<file path="config.mk">
export PLATFORM = sky130hd
export DESIGN_NAME = frontend_seq
export DESIGN_NICKNAME = d
export VERILOG_FILES = /design/src/rtl/frontend_seq.sv
export SDC_FILE = /design/constraint.sdc
export NUM_CORES = 1
export LEC_CHECK = 0
export BUFFER_PORTS_ARGS = -buffer_cell sky130_fd_sc_hd__buf_2
export CAP_MARGIN = 20
export CORE_MARGIN = 1
export CORE_UTILIZATION = 33
export CTS_CLUSTER_DIAMETER = 30
export CTS_CLUSTER_SIZE = 25
export DETAILED_ROUTE_END_ITERATION = 10
export PLACE_DENSITY_LB_ADDON = 0.08
export SYNTH_ARGS = -nofsm -noshare
export SYNTH_HDL_FRONTEND = slang
export SYNTH_SLANG_ARGS = --single-unit
</file>
<file path="constraint.sdc">
create_clock -name clk -period 5.3 [get_ports clk]
set_input_delay 1.59 -clock clk [delete_from_list [all_inputs] [get_ports clk]]
set_output_delay 1.59 -clock clk [all_outputs]
set_load 0.02 [all_outputs]
</file>
<file path="src/rtl/frontend_seq.sv">
//============================================================================
// Module      : frontend_seq
// Description : Pulse-echo shot sequencer: tx burst, guard gap, rx sampling.
//               Define TX_DEADTIME_EN to blank the first cycle of every tx
//               half-period.
// Revision    : 1.0 - initial release
//============================================================================
`default_nettype none

module frontend_seq #(
    parameter int ADC_WIDTH  = 14,
    parameter int CHANNELS   = 1,
    parameter int DIV_BITS   = 3,
    parameter int ADC_DELAY  = 7,
    parameter int BURST_BITS = 4,
    parameter int WIN_BITS   = 12
) (
    input  logic                          clk,
    input  logic                          reset,
    input  logic                          start,
    input  logic [1:0]                    freqSel,
    input  logic [BURST_BITS-1:0]         burstLen,
    input  logic [WIN_BITS-1:0]           guardLen,
    input  logic [WIN_BITS-1:0]           winLen,
    input  logic [CHANNELS*ADC_WIDTH-1:0] adcPins,
    output logic                          txBurstPos,
    output logic                          txBurstNeg,
    output logic                          txPwdn,
    output logic                          rxPwdn,
    output logic                          rxClk,
    output logic [CHANNELS*ADC_WIDTH-1:0] adcOut,
    output logic                          sampleValid,
    output logic                          done,
    output logic                          busy
);

    localparam int c_cnt_w_a = (WIN_BITS > DIV_BITS) ? WIN_BITS : DIV_BITS;
    localparam int c_cnt_w   = (c_cnt_w_a > 6) ? c_cnt_w_a : 6;
    localparam int c_edge_w  = $clog2(ADC_DELAY + 2);
    localparam logic [DIV_BITS-1:0] c_rx_rise   = DIV_BITS'(1 << (DIV_BITS - 1));
    localparam logic [c_edge_w-1:0] c_edge_last = c_edge_w'(ADC_DELAY);

    typedef enum logic [1:0] {
        S_IDLE  = 2'd0,
        S_TX    = 2'd1,
        S_GUARD = 2'd2,
        S_RX    = 2'd3
    } state_t;

    state_t                          r_state;
    state_t                          w_next;
    logic [c_cnt_w-1:0]              r_cnt;
    logic [BURST_BITS-1:0]           r_burst;
    logic [c_edge_w-1:0]             r_edge;
    logic [WIN_BITS-1:0]             r_samples;
    logic [1:0]                      r_freq;
    logic [BURST_BITS-1:0]           r_burst_len;
    logic [WIN_BITS-1:0]             r_guard_len;
    logic [WIN_BITS-1:0]             r_win_len;
    logic [CHANNELS*ADC_WIDTH-1:0]   r_adc;
    logic                            r_sample_valid;

    logic [c_cnt_w-1:0] w_half;
    logic [c_cnt_w-1:0] w_period_last;
    logic               w_tx_end;
    logic               w_guard_end;
    logic               w_rx_rise;
    logic               w_last_sample;
    logic               w_done;

    assign w_half        = c_cnt_w'(2) << r_freq;
    assign w_period_last = (w_half << 1) - c_cnt_w'(1);
    assign w_tx_end      = (r_cnt == w_period_last) &&
                           (r_burst == r_burst_len - BURST_BITS'(1));
    assign w_guard_end   = (r_guard_len == '0) ||
                           (r_cnt == c_cnt_w'(r_guard_len) - c_cnt_w'(1));
    assign w_rx_rise     = (r_state == S_RX) && (r_cnt[DIV_BITS-1:0] == c_rx_rise);
    assign w_last_sample = r_sample_valid && (r_samples == r_win_len);

    always_comb begin
        w_next = r_state;
        w_done = 1'b0;
        case (r_state)
            S_IDLE: begin
                // An all-zero shot passes through GUARD for one cycle to emit done.
                if (start) begin
                    if (burstLen != '0)
                        w_next = S_TX;
                    else if ((guardLen != '0) || (winLen == '0))
                        w_next = S_GUARD;
                    else
                        w_next = S_RX;
                end
            end
            S_TX: begin
                if (w_tx_end) begin
                    if (r_guard_len != '0) begin
                        w_next = S_GUARD;
                    end else if (r_win_len != '0) begin
                        w_next = S_RX;
                    end else begin
                        w_next = S_IDLE;
                        w_done = 1'b1;
                    end
                end
            end
            S_GUARD: begin
                if (w_guard_end) begin
                    if (r_win_len != '0) begin
                        w_next = S_RX;
                    end else begin
                        w_next = S_IDLE;
                        w_done = 1'b1;
                    end
                end
            end
            S_RX: begin
                if (w_last_sample) begin
                    w_next = S_IDLE;
                    w_done = 1'b1;
                end
            end
            default: w_next = S_IDLE;
        endcase
    end

    always_ff @(posedge clk) begin
        if (reset) begin
            r_state        <= S_IDLE;
            r_cnt          <= '0;
            r_burst        <= '0;
            r_edge         <= '0;
            r_samples      <= '0;
            r_freq         <= '0;
            r_burst_len    <= '0;
            r_guard_len    <= '0;
            r_win_len      <= '0;
            r_adc          <= '0;
            r_sample_valid <= 1'b0;
        end else begin
            r_state        <= w_next;
            r_sample_valid <= 1'b0;

            if (r_state == S_IDLE) begin
                r_cnt   <= '0;
                r_burst <= '0;
                if (start) begin
                    r_freq      <= freqSel;
                    r_burst_len <= burstLen;
                    r_guard_len <= guardLen;
                    r_win_len   <= winLen;
                    r_edge      <= '0;
                    r_samples   <= '0;
                end
            end else if (w_next != r_state) begin
                r_cnt   <= '0;
                r_burst <= '0;
            end else if ((r_state == S_TX) && (r_cnt == w_period_last)) begin
                r_cnt   <= '0;
                r_burst <= r_burst + BURST_BITS'(1);
            end else begin
                r_cnt <= r_cnt + c_cnt_w'(1);
            end

            // Early rxClk edges only fill the ADC pipeline and are dropped.
            if (w_rx_rise) begin
                if (r_edge == c_edge_last) begin
                    r_adc          <= adcPins;
                    r_sample_valid <= 1'b1;
                    r_samples      <= r_samples + WIN_BITS'(1);
                end else begin
                    r_edge <= r_edge + c_edge_w'(1);
                end
            end
        end
    end

    logic w_pos_phase;
    logic w_in_tx;
    assign w_in_tx     = (r_state == S_TX);
    assign w_pos_phase = (r_cnt < w_half);

`ifdef TX_DEADTIME_EN
    assign txBurstPos = w_in_tx && w_pos_phase && (r_cnt != '0);
    assign txBurstNeg = w_in_tx && !w_pos_phase && (r_cnt != w_half);
`else
    assign txBurstPos = w_in_tx && w_pos_phase;
    assign txBurstNeg = w_in_tx && !w_pos_phase;
`endif

    assign txPwdn      = !w_in_tx;
    assign rxPwdn      = !((r_state == S_GUARD) || (r_state == S_RX));
    assign rxClk       = (r_state == S_RX) && r_cnt[DIV_BITS-1];
    assign adcOut      = r_adc;
    assign sampleValid = r_sample_valid;
    assign done        = w_done;
    assign busy        = (r_state != S_IDLE);

endmodule

`default_nettype wire

</file>
==> results_dict.tcl, run 1 <==
set metrics [dict create \
    leakagePower_uw 0.00186 \
    status "completed" \
    routedWlPerCell_um 14.1 \
    ys_ff_latch 79 \
    yosys.area_share.simple 0.293 \
    antenna_found_initial 0 \
    start_util 0.337 \
    clk_path_buf_depth 2 \
    ys_seq_area_frac 0.373 \
    final.setup.tns_ps 0 \
    yosys_warnings 0 \
    chipHeight_um 115 \
    p_per_area_nw_per_um2 286 \
    critical-path-max-stage-delay_ps 440 \
    arrival_ps 2690 \
    insertion_delay_ps 340 \
    drive_gt1_frac 0.188 \
    track_usage 0.173 \
    synth_edf_count 0 \
    synth.top_cell.area_share 0.373 \
    synthMuxAreaShare 0.0145 \
    via_per_inst 5.07 \
    grt_max_degree 52 \
    ctsHoldBuffers 0 \
    netlist.top_cell.by_area "dfxtp_1" \
    post-route-min-period_ps 4280 \
    min_path_cells 2 \
    io_buffers 68 \
    path_clk_slew_ps 60 \
    finalWorstSetupSlack_ps 1020 \
    max_cap_violations 0 \
    postRouteAntennaNets 0 \
    synth-compound-area-share 0.147 \
    first_pass_iters 4 \
    routabilityCongestion 0.759 \
    syn-num-nets 584 \
    die_w_um 115 \
    cp_cell_sequence "inv_1 > ha_1 > xnor2_1 > a221oi_1 > a41oi_1 > a21oi_1 > a31oi_1 > o21ai_0 > a32o_1 > buf_2" \
    ctsResizeCount 0 \
    fin_util 0.395 \
    gr-total-overflow 0 \
    drtIter0Drc 194 \
    core_area_um2 12600 \
    critical_path.max_fanout 9 \
    ios 69 \
    yosys-top-cells-area "dfxtp_1 (37%), nand2_1 (9.6%), a21oi_1 (7.0%)" \
    tritoncts "built" \
    dp_worst_setup_slack_ps 1370 \
    grt_pass1_wl_um 17700 \
    fin_crit_sh 0.808 \
    worstHoldPathType "flip-flop to flip-flop" \
    clockRootBuffer "clkbuf_16" \
    synth_top_family_by_area "simple AND/OR/NAND/NOR gates" \
    startpoint_type "flip-flop" \
    synth_area_per_cell_um2 8.05 \
    crit_required_ps 3710 \
    worst_pin_slew_ps 976 \
    r2r_cells 8 \
    hpwl_um 7630 \
    timing.fmax_mhz 234 \
    synth_area_um2 4240 \
    diodes 0 \
    finalPower_uw 1420 \
    setup.worst_path.class "flip-flop to primary output" \
    syn_inst 527 \
    grt_pass1_vias 3599 \
    end_kind "primary output" \
    cts_setup_buffers 0 \
    drc 0 \
    whs_ps 455 \
    cts_sinks 79 \
    skew_ps 4.50 \
    ir_drop_v 0.000168 \
    cp_slowest_cell "a31oi_1" \
    setup_viol_count_final 0 \
    cts_htree_levels 3 \
    synth.distinct_cells 60 \
    syn2layout_area_growth_pct 17.2 \
    cts_made_buffers 9 \
    hold_violations 0 \
    synth-main-ff-cell "dfxtp_1" \
    rows 41 \
    finalNetCount 633 \
    synth_fa_ha_area_frac 0.0295 \
    vias 3810 \
    async_flop_share 0 \
    synthXorXnorAreaFrac 0.0971 \
    rsz0062_at_grt "false" \
    slew_violations 0 \
    die_area_um2 13300 \
    drt-total-wl_um 10600 \
    max-slew-margin-rel 0.349 \
]
[power breakdown]
part | internal [µW] | switching (µW) | leakage [µW]
Combinational | 75.9 | 107 | 0.00109
Clock | 361 | 241 | 0.000135
Sequential | 611 | 25.7 | 0.000641
Total | 1050 | 374 | 0.00186
[cell families (layout without fill, tap and decap cells)]
family,count (synthesis),after routing
AND/OR/NAND/NOR,239,239
AO/OA/AOI/OAI,100,100
flip-flops,79,79
XOR/XNOR,47,47
buffers and inverters,46,99
adder cells (fa/ha/maj),10,10
multiplexers,6,6
[sequential cells by signal, indices dropped and copies added (netlist names)]
| register | count |
|---|---|
| adcOut | 14 |
| r_burst | 4 |
| r_burst_len | 4 |
| r_cnt | 12 |
| r_edge | 4 |
| r_freq | 2 |
| r_guard_len | 12 |
| r_samples | 12 |
| r_state | 2 |
| r_win_len | 12 |
| sampleValid | 1 |
[layer usage]
layer | up-vias | GRT usage | wire length (µm)
met5 | - | 0 | 0
met4 | 0 | 0.0675 | 178
met3 | 14 | 0.0285 | 308
met2 | 72 | 0.299 | 5320
met1 | 1788 | 0.213 | 4830
li1 | 1936 | - | -
[metrics by stage]
| stage | instances | cell area, µm² |
|---|---|---|
| final | 752 | 4970 |
| after CTS | 751 | 4950 |
| after global placement | 736 | 4670 |
| after floorplan | 527 | 4240 |
| after global routing | 752 | 4970 |
| after detailed placement | 736 | 4670 |
[path summary, 6_finish.rpt]
check	start	to	slack, ps
hold / removal	adcOut[4]$_SDFFE_PP0P_	adcOut[4]$_SDFFE_PP0P_	450
setup / recovery	r_guard_len[0]$_SDFFE_PP0P_	done	1020
setup reg to reg	r_burst_len[0]$_SDFFE_PP0P_	r_cnt[3]$_SDFF_PP0_	2590
hold reg to reg	adcOut[4]$_SDFFE_PP0P_	adcOut[4]$_SDFFE_PP0P_	450
[synth_stat cells (2+ instances only)]
cell type,count
buf_2,2
clkbuf_1,25
and2_1,5
o31a_1,2
nor4b_1,2
xor2_1,23
nand4_1,6
a31oi_1,8
a21oi_1,59
nand2b_1,4
nor2_1,26
nand3_1,19
nor2b_1,3
ha_1,10
o211ai_1,4
a211oi_1,3
mux2i_1,5
xnor2_1,24
nor4_1,19
nand2_1,109
nor4_4,2
and4_1,3
nor3_2,11
and3_1,4
or4_1,2
o2111ai_1,2
inv_1,12
o21ai_0,7
buf_1,5
dfxtp_1,79
nor3_1,9
or3_1,5
[worst max-delay path: cells and delay by family, from the launching register on]
family | cells | cell delay, ps
fa+ha+maj | 1 | 310
flops | 1 | 430
compound gates | 6 | 1180
buf+inv | 2 | 230
xor+xnor | 1 | 190
[cell type report]
class	instances	area [µm²]
well taps	172	215
inverters	12	45.0
repair buffers	72	383
clock buffers	11	233
clock inverters	4	47.5
multi-input cells	402	2460
fillers	1347	7600
flip-flops and latches	79	1580
[cell usage in the layout (no fill, tap or decap), drive strengths merged, types with 2 or more instances in the layout]
cell type / synthesis / layout
a21oi: 59 / 59
nor2: 26 / 26
and4: 4 / 4
buf: 9 / 72
xor2: 23 / 23
nand4: 6 / 6
or3: 5 / 5
ha: 10 / 10
mux2i: 5 / 5
clkinv: 0 / 2
nor4b: 2 / 2
nand2b: 4 / 4
nand2: 109 / 109
nand3: 19 / 19
o21ai: 7 / 7
o31a: 2 / 2
and2: 5 / 5
a31oi: 8 / 8
nor4: 21 / 21
nor2b: 3 / 3
o211ai: 4 / 4
a211oi: 4 / 4
and3: 5 / 5
xnor2: 24 / 24
or4: 3 / 3
dfxtp: 79 / 79
clkbuf: 25 / 11
nor3: 21 / 21
inv: 12 / 12
o2111ai: 2 / 2
Note: power is estimated with default switching activity, not from simulation.
==> inputs of run 2 (changes only) <==
==> constraint.sdc (replaced) <==
create_clock -name clk -period 4.11 [get_ports clk]
set_input_delay 1.233 -clock clk [delete_from_list [all_inputs] [get_ports clk]]
set_output_delay 1.233 -clock clk [all_outputs]
set_load 0.02 [all_outputs]
==> run 2 against run 1 <==
  * Global-route usage down 0.23 points
  * Largest power group is now the clock network
  * Clock skew up 0.72 ps
  * Non-clock buffer count is the same
==> results_dict.tcl, run 2 (same netlist as run 1, synthesis figures left out) <==
set metrics [dict create \
    clockRootBuffer "clkbuf_16" \
    clk_path_buf_depth 2 \
    syn2layout_area_growth_pct 18.5 \
    chipHeight_um 115 \
    r2r_setup_slack_ps 1390 \
    hold_end "adcOut[4]$_SDFFE_PP0P_" \
    reg2reg_from "r_burst_len[0]$_SDFFE_PP0P_" \
    postRouteAntennaNets 0 \
    min_path_cells 2 \
    ios 69 \
    cts_setup_buffers 0 \
    vias 3788 \
    antenna_found_initial 0 \
    start_util 0.337 \
    startpoint_type "flip-flop" \
    routedWlPerCell_um 13.9 \
    drive_gt1_frac 0.196 \
    top_usage_layer "met2" \
    core_area_um2 12600 \
    first_pass_iters 4 \
    hpwl_um 7530 \
    tritoncts "built" \
    grt_pass1_vias 3626 \
    cts_made_buffers 9 \
    routabilityCongestion 0.810 \
    critical_path.max_fanout 7 \
    drc 0 \
    crit_required_ps 2880 \
    fin_crit_sh 0.931 \
    via_per_inst 5.03 \
    hold_violations 0 \
    finalNonFillerCells 753 \
    largest_reg_flops 14 \
    setup.worst_path.class "flip-flop to primary output" \
    ctsResizeCount 0 \
    met1_usage 0.207 \
    status "completed" \
    layout_common_cells "nand2_1 (109), dfxtp_1 (78), buf_2 (68), a21oi_1 (59), nor2_1 (26)" \
    drtIter0Drc 123 \
    end_kind "primary output" \
    slew_violations 0 \
    die_w_um 115 \
    final.setup.tns_ps 0 \
    rsz0062_at_grt "false" \
    timing.fmax_mhz 261 \
    min-delay-start "adcOut[4]$_SDFFE_PP0P_" \
    grt_pass1_wl_um 17500 \
    rows 41 \
    worstHoldPathType "flip-flop to flip-flop" \
    post-route-min-period_ps 3830 \
    io_buffers 68 \
    cts_sinks 79 \
    grt_use_met3 0.0237 \
    max-slew-margin-rel 0.478 \
    insertion_delay_ps 340 \
    r2r_cells 8 \
    skew_ps 5.22 \
    r2r-end "r_cnt[2]$_SDFF_PP0_" \
    leakagePower_uw 0.00188 \
    drt-total-wl_um 10400 \
    path_clk_slew_ps 60 \
    dp_cells 737 \
    gr-total-overflow 0 \
    max_cap_violations 0 \
    diodes 0 \
    die_area_um2 13300 \
    finalNetCount 633 \
    ir_drop_v 0.000159 \
    track_usage 0.170 \
    arrival_ps 2590 \
    grt_max_degree 48 \
    ctsHoldBuffers 0 \
    grtUsageMet2 0.297 \
    layout_commonest_cell "nand2_1" \
    cts_htree_levels 3 \
    p_per_area_nw_per_um2 383 \
    setup_viol_count_final 0 \
    worst_pin_slew_ps 783 \
]
==> run 2: where the power goes <==
part           switching, µW  internal [µW]  total (µW)
combinational            138           98.4         236
sequential              32.7            788         821
clock                    319            548         868
total                    490           1430        1920
==> run 2: worst max-delay path: stages, from the launching register on <==
cell and delay [ps]:
dfxtp_1 380, nor4_4 470, o2bb2ai_1 170, nand3_1 100, nor4_1 360, a31oi_2 220, o21ai_0 200, a32o_1 170
buf_2 170
==> run 2: layout make-up <==
class	count	area, µm²
Multi-Input combinational cell	402	2470
Sequential cell	79	1580
Inverter	12	45.0
Clock inverter	5	81.3
Fill cell	1309	7540
Tap cell	172	215
Timing Repair Buffer	72	383
Clock buffer	11	243
==> run 2: layer usage <==
layer / up-vias / routed length [µm] / part of all wire
li1: 1934 / - / -
met1: 1783 / 4800 / 0.46
met2: 58 / 5170 / 0.50
met3: 13 / 252 / 0.024
met4: 0 / 202 / 0.019
met5: - / 0 / 0
==> run 2: worst max-delay path by stage <==
stage	from	to	slack, ps	cells after the start
after floorplan	r_guard_len[0]$_SDFFE_PP0P_	done	660	11
after global placement	r_guard_len[0]$_SDFFE_PP0P_	done	540	10
after detailed placement	r_guard_len[0]$_SDFFE_PP0P_	done	420	10
after CTS	r_guard_len[0]$_SDFFE_PP0P_	done	70	10
after global routing	r_guard_len[1]$_SDFFE_PP0P_	done	80	10
final	r_guard_len[2]$_SDFFE_PP0P_	done	280	8
==> run 2: metrics by stage <==
step | hold WS (ps) | setup slack (ps) | utilization | cell area [µm²] | total power [µW]
5_1_grt | 474 | 77.0 | 0.400 | 5020 | 2020
4_1_cts | 456 | 74.6 | 0.399 | 5010 | 1950
6_report | 452 | 284 | 0.400 | 5020 | 1920
3_5_place_dp | 446 | 417 | 0.373 | 4690 | 1070
3_3_place_gp | 440 | 539 | 0.373 | 4690 | 1070
2_1_floorplan | 449 | 662 | - | 4240 | 1000
==> inputs of run 3 (changes only) <==
--- a/config.mk
+++ b/config.mk
@@ -13,6 +13,7 @@
 export CTS_CLUSTER_SIZE = 25
 export DETAILED_ROUTE_END_ITERATION = 10
 export PLACE_DENSITY_LB_ADDON = 0.08
+export REMOVE_ABC_BUFFERS = 1
 export SYNTH_ARGS = -nofsm -noshare
 export SYNTH_HDL_FRONTEND = slang
 export SYNTH_SLANG_ARGS = --single-unit
==> run 3 against run 2 <==
  * Die area did not move
  * Sequential share of layout area decreased by 0.43 points
  * Flip-flop and latch count unchanged
  * First-iteration DRC count rose by 24%
  * Clock power increased by 6.9%
  * Non-clock buffer count up 5
  * Wire length rose by 2.5%
  * Largest cell class unchanged
==> results_dict.tcl, run 3 (same netlist as run 1, synthesis figures left out) <==
set metrics [dict create \
    r2r_cells 8 \
    hold_violations 0 \
    wl_met2_um 4990 \
    routedWlPerCell_um 14.1 \
    p_per_area_nw_per_um2 391 \
    cts_htree_levels 3 \
    finalPower_uw 1990 \
    place_area_um2 4730 \
    startpoint_type "flip-flop" \
    postRouteAntennaNets 0 \
    drt-total-wl_um 10700 \
    drtIter0Drc 153 \
    path_clk_slew_ps 60 \
    max-slew-margin-rel 0.578 \
    vias 3788 \
    largest_reg_flops 14 \
    drive_gt1_frac 0.205 \
    first_pass_iters 4 \
    critical_path.startpoint "r_guard_len[0]$_SDFFE_PP0P_" \
    cts_setup_buffers 0 \
    rsz0062_at_grt "false" \
    timing.fmax_mhz 260 \
    finalNonFillerCells 758 \
    die_area_um2 13300 \
    layout_common_cells "nand2_1 (109), dfxtp_1 (79), buf_2 (68), a21oi_1 (59), nor2_1 (26)" \
    min_path_cells 2 \
    leakagePower_uw 0.00191 \
    track_usage 0.170 \
    hpwl_um 7800 \
    status "completed" \
    syn2layout_area_growth_pct 20.0 \
    setup_viol_count_final 0 \
    core_area_um2 12600 \
    arrival_ps 2610 \
    hold_end "adcOut[7]$_SDFFE_PP0P_" \
    cts_made_buffers 9 \
    max_cap_violations 0 \
    ir_drop_v 0.000172 \
    start_util 0.337 \
    critical_path.max_fanout 9 \
    tritoncts "built" \
    end_kind "primary output" \
    reg2reg_from "r_cnt[8]$_SDFF_PP0_" \
    grt_max_degree 49 \
    clockRootBuffer "clkbuf_16" \
    chipHeight_um 115 \
    dp_cells 742 \
    slew_violations 0 \
    routabilityCongestion 0.819 \
    min-delay-start "adcOut[7]$_SDFFE_PP0P_" \
    insertion_delay_ps 340 \
    grt_pass1_vias 3534 \
    whs_ps 456 \
    crit_required_ps 2880 \
    wl_met3_um 396 \
    skew_ps 6.52 \
    cts_sinks 79 \
    final.setup.tns_ps 0 \
    grt_pass1_wl_um 17600 \
    io_buffers 68 \
    layout_commonest_cell "nand2_1" \
    clk_path_buf_depth 2 \
    antenna_found_initial 0 \
    die_w_um 115 \
    ios 69 \
    rows 41 \
    gr-total-overflow 0 \
    setup.worst_path.class "flip-flop to primary output" \
    finalNetCount 638 \
    stdcell_area_um2 5090 \
    post-route-min-period_ps 3840 \
    r2r-end "r_cnt[6]$_SDFF_PP0_" \
    fin_crit_sh 0.934 \
    via_per_inst 5.00 \
    diodes 0 \
    worstHoldPathType "flip-flop to flip-flop" \
    worst_pin_slew_ps 634 \
    r2r_setup_slack_ps 1510 \
    topRoutingLayerUsed "met4" \
    drt-met1-wl_um 5160 \
    drc 0 \
]
run 3: cell count changes in the layout (fill, tap and decap cells not counted), sizes merged:
cell and delta:
bufinv +1, clkinv -1, buf +5, clkbuf -2, clkinvlp +2
run 3: repair_timing:
action | CTS | global route
endpoints found under the setup margin | 0 | 1
hold buffers | 0 | 0
resized for setup | 0 | 3
run 3: cell type report:
type	instances	area, µm²
clock buffer	9	225
clock inverter	7	121
fill	1280	7480
inverter	12	45.0
multi-input combinational	402	2480
sequential	79	1580
tap	172	215
timing repair buffer	77	420
run 3: through the flow:
stage / worst slack, ps / util
6_report: 270 / 0.405
5_1_grt: 24.8 / 0.405
4_1_cts: 36.7 / 0.404
3_5_place_dp: 431 / 0.376
3_3_place_gp: 469 / 0.376
2_1_floorplan: 841 / -
run 3: critical path, cell delays in order (launching register included):
cell	delay [ps]
dfxtp_1	440
inv_1	80
ha_2	260
o21ba_2	220
a221oi_1	280
a41oi_1	80
a21oi_1	180
a31oi_2	190
o21ai_0	190
a32o_1	170
buf_2	170
run 3: how the worst max path moves through the flow:
stage | end | slack [ps] | cells past startpoint
global placement | done | 470 | 10
detailed placement | done | 430 | 10
floorplan | done | 840 | 9
finish | done | 270 | 10
CTS | done | 40 | 10
global route | done | 20 | 10
run 3: per-layer routing:
metal	track usage	vias to the layer above
met5	0	-
met4	0.0623	0
met3	0.0311	10
met2	0.271	74
met1	0.230	1763
li1	-	1941
run 3: power by group:
group	switching [µW]	internal, µW	leakage [µW]
Sequential	31.6	788	0.000641
Combinational	142	102	0.00111
Clock	334	594	0.000158
Total	508	1480	0.00191
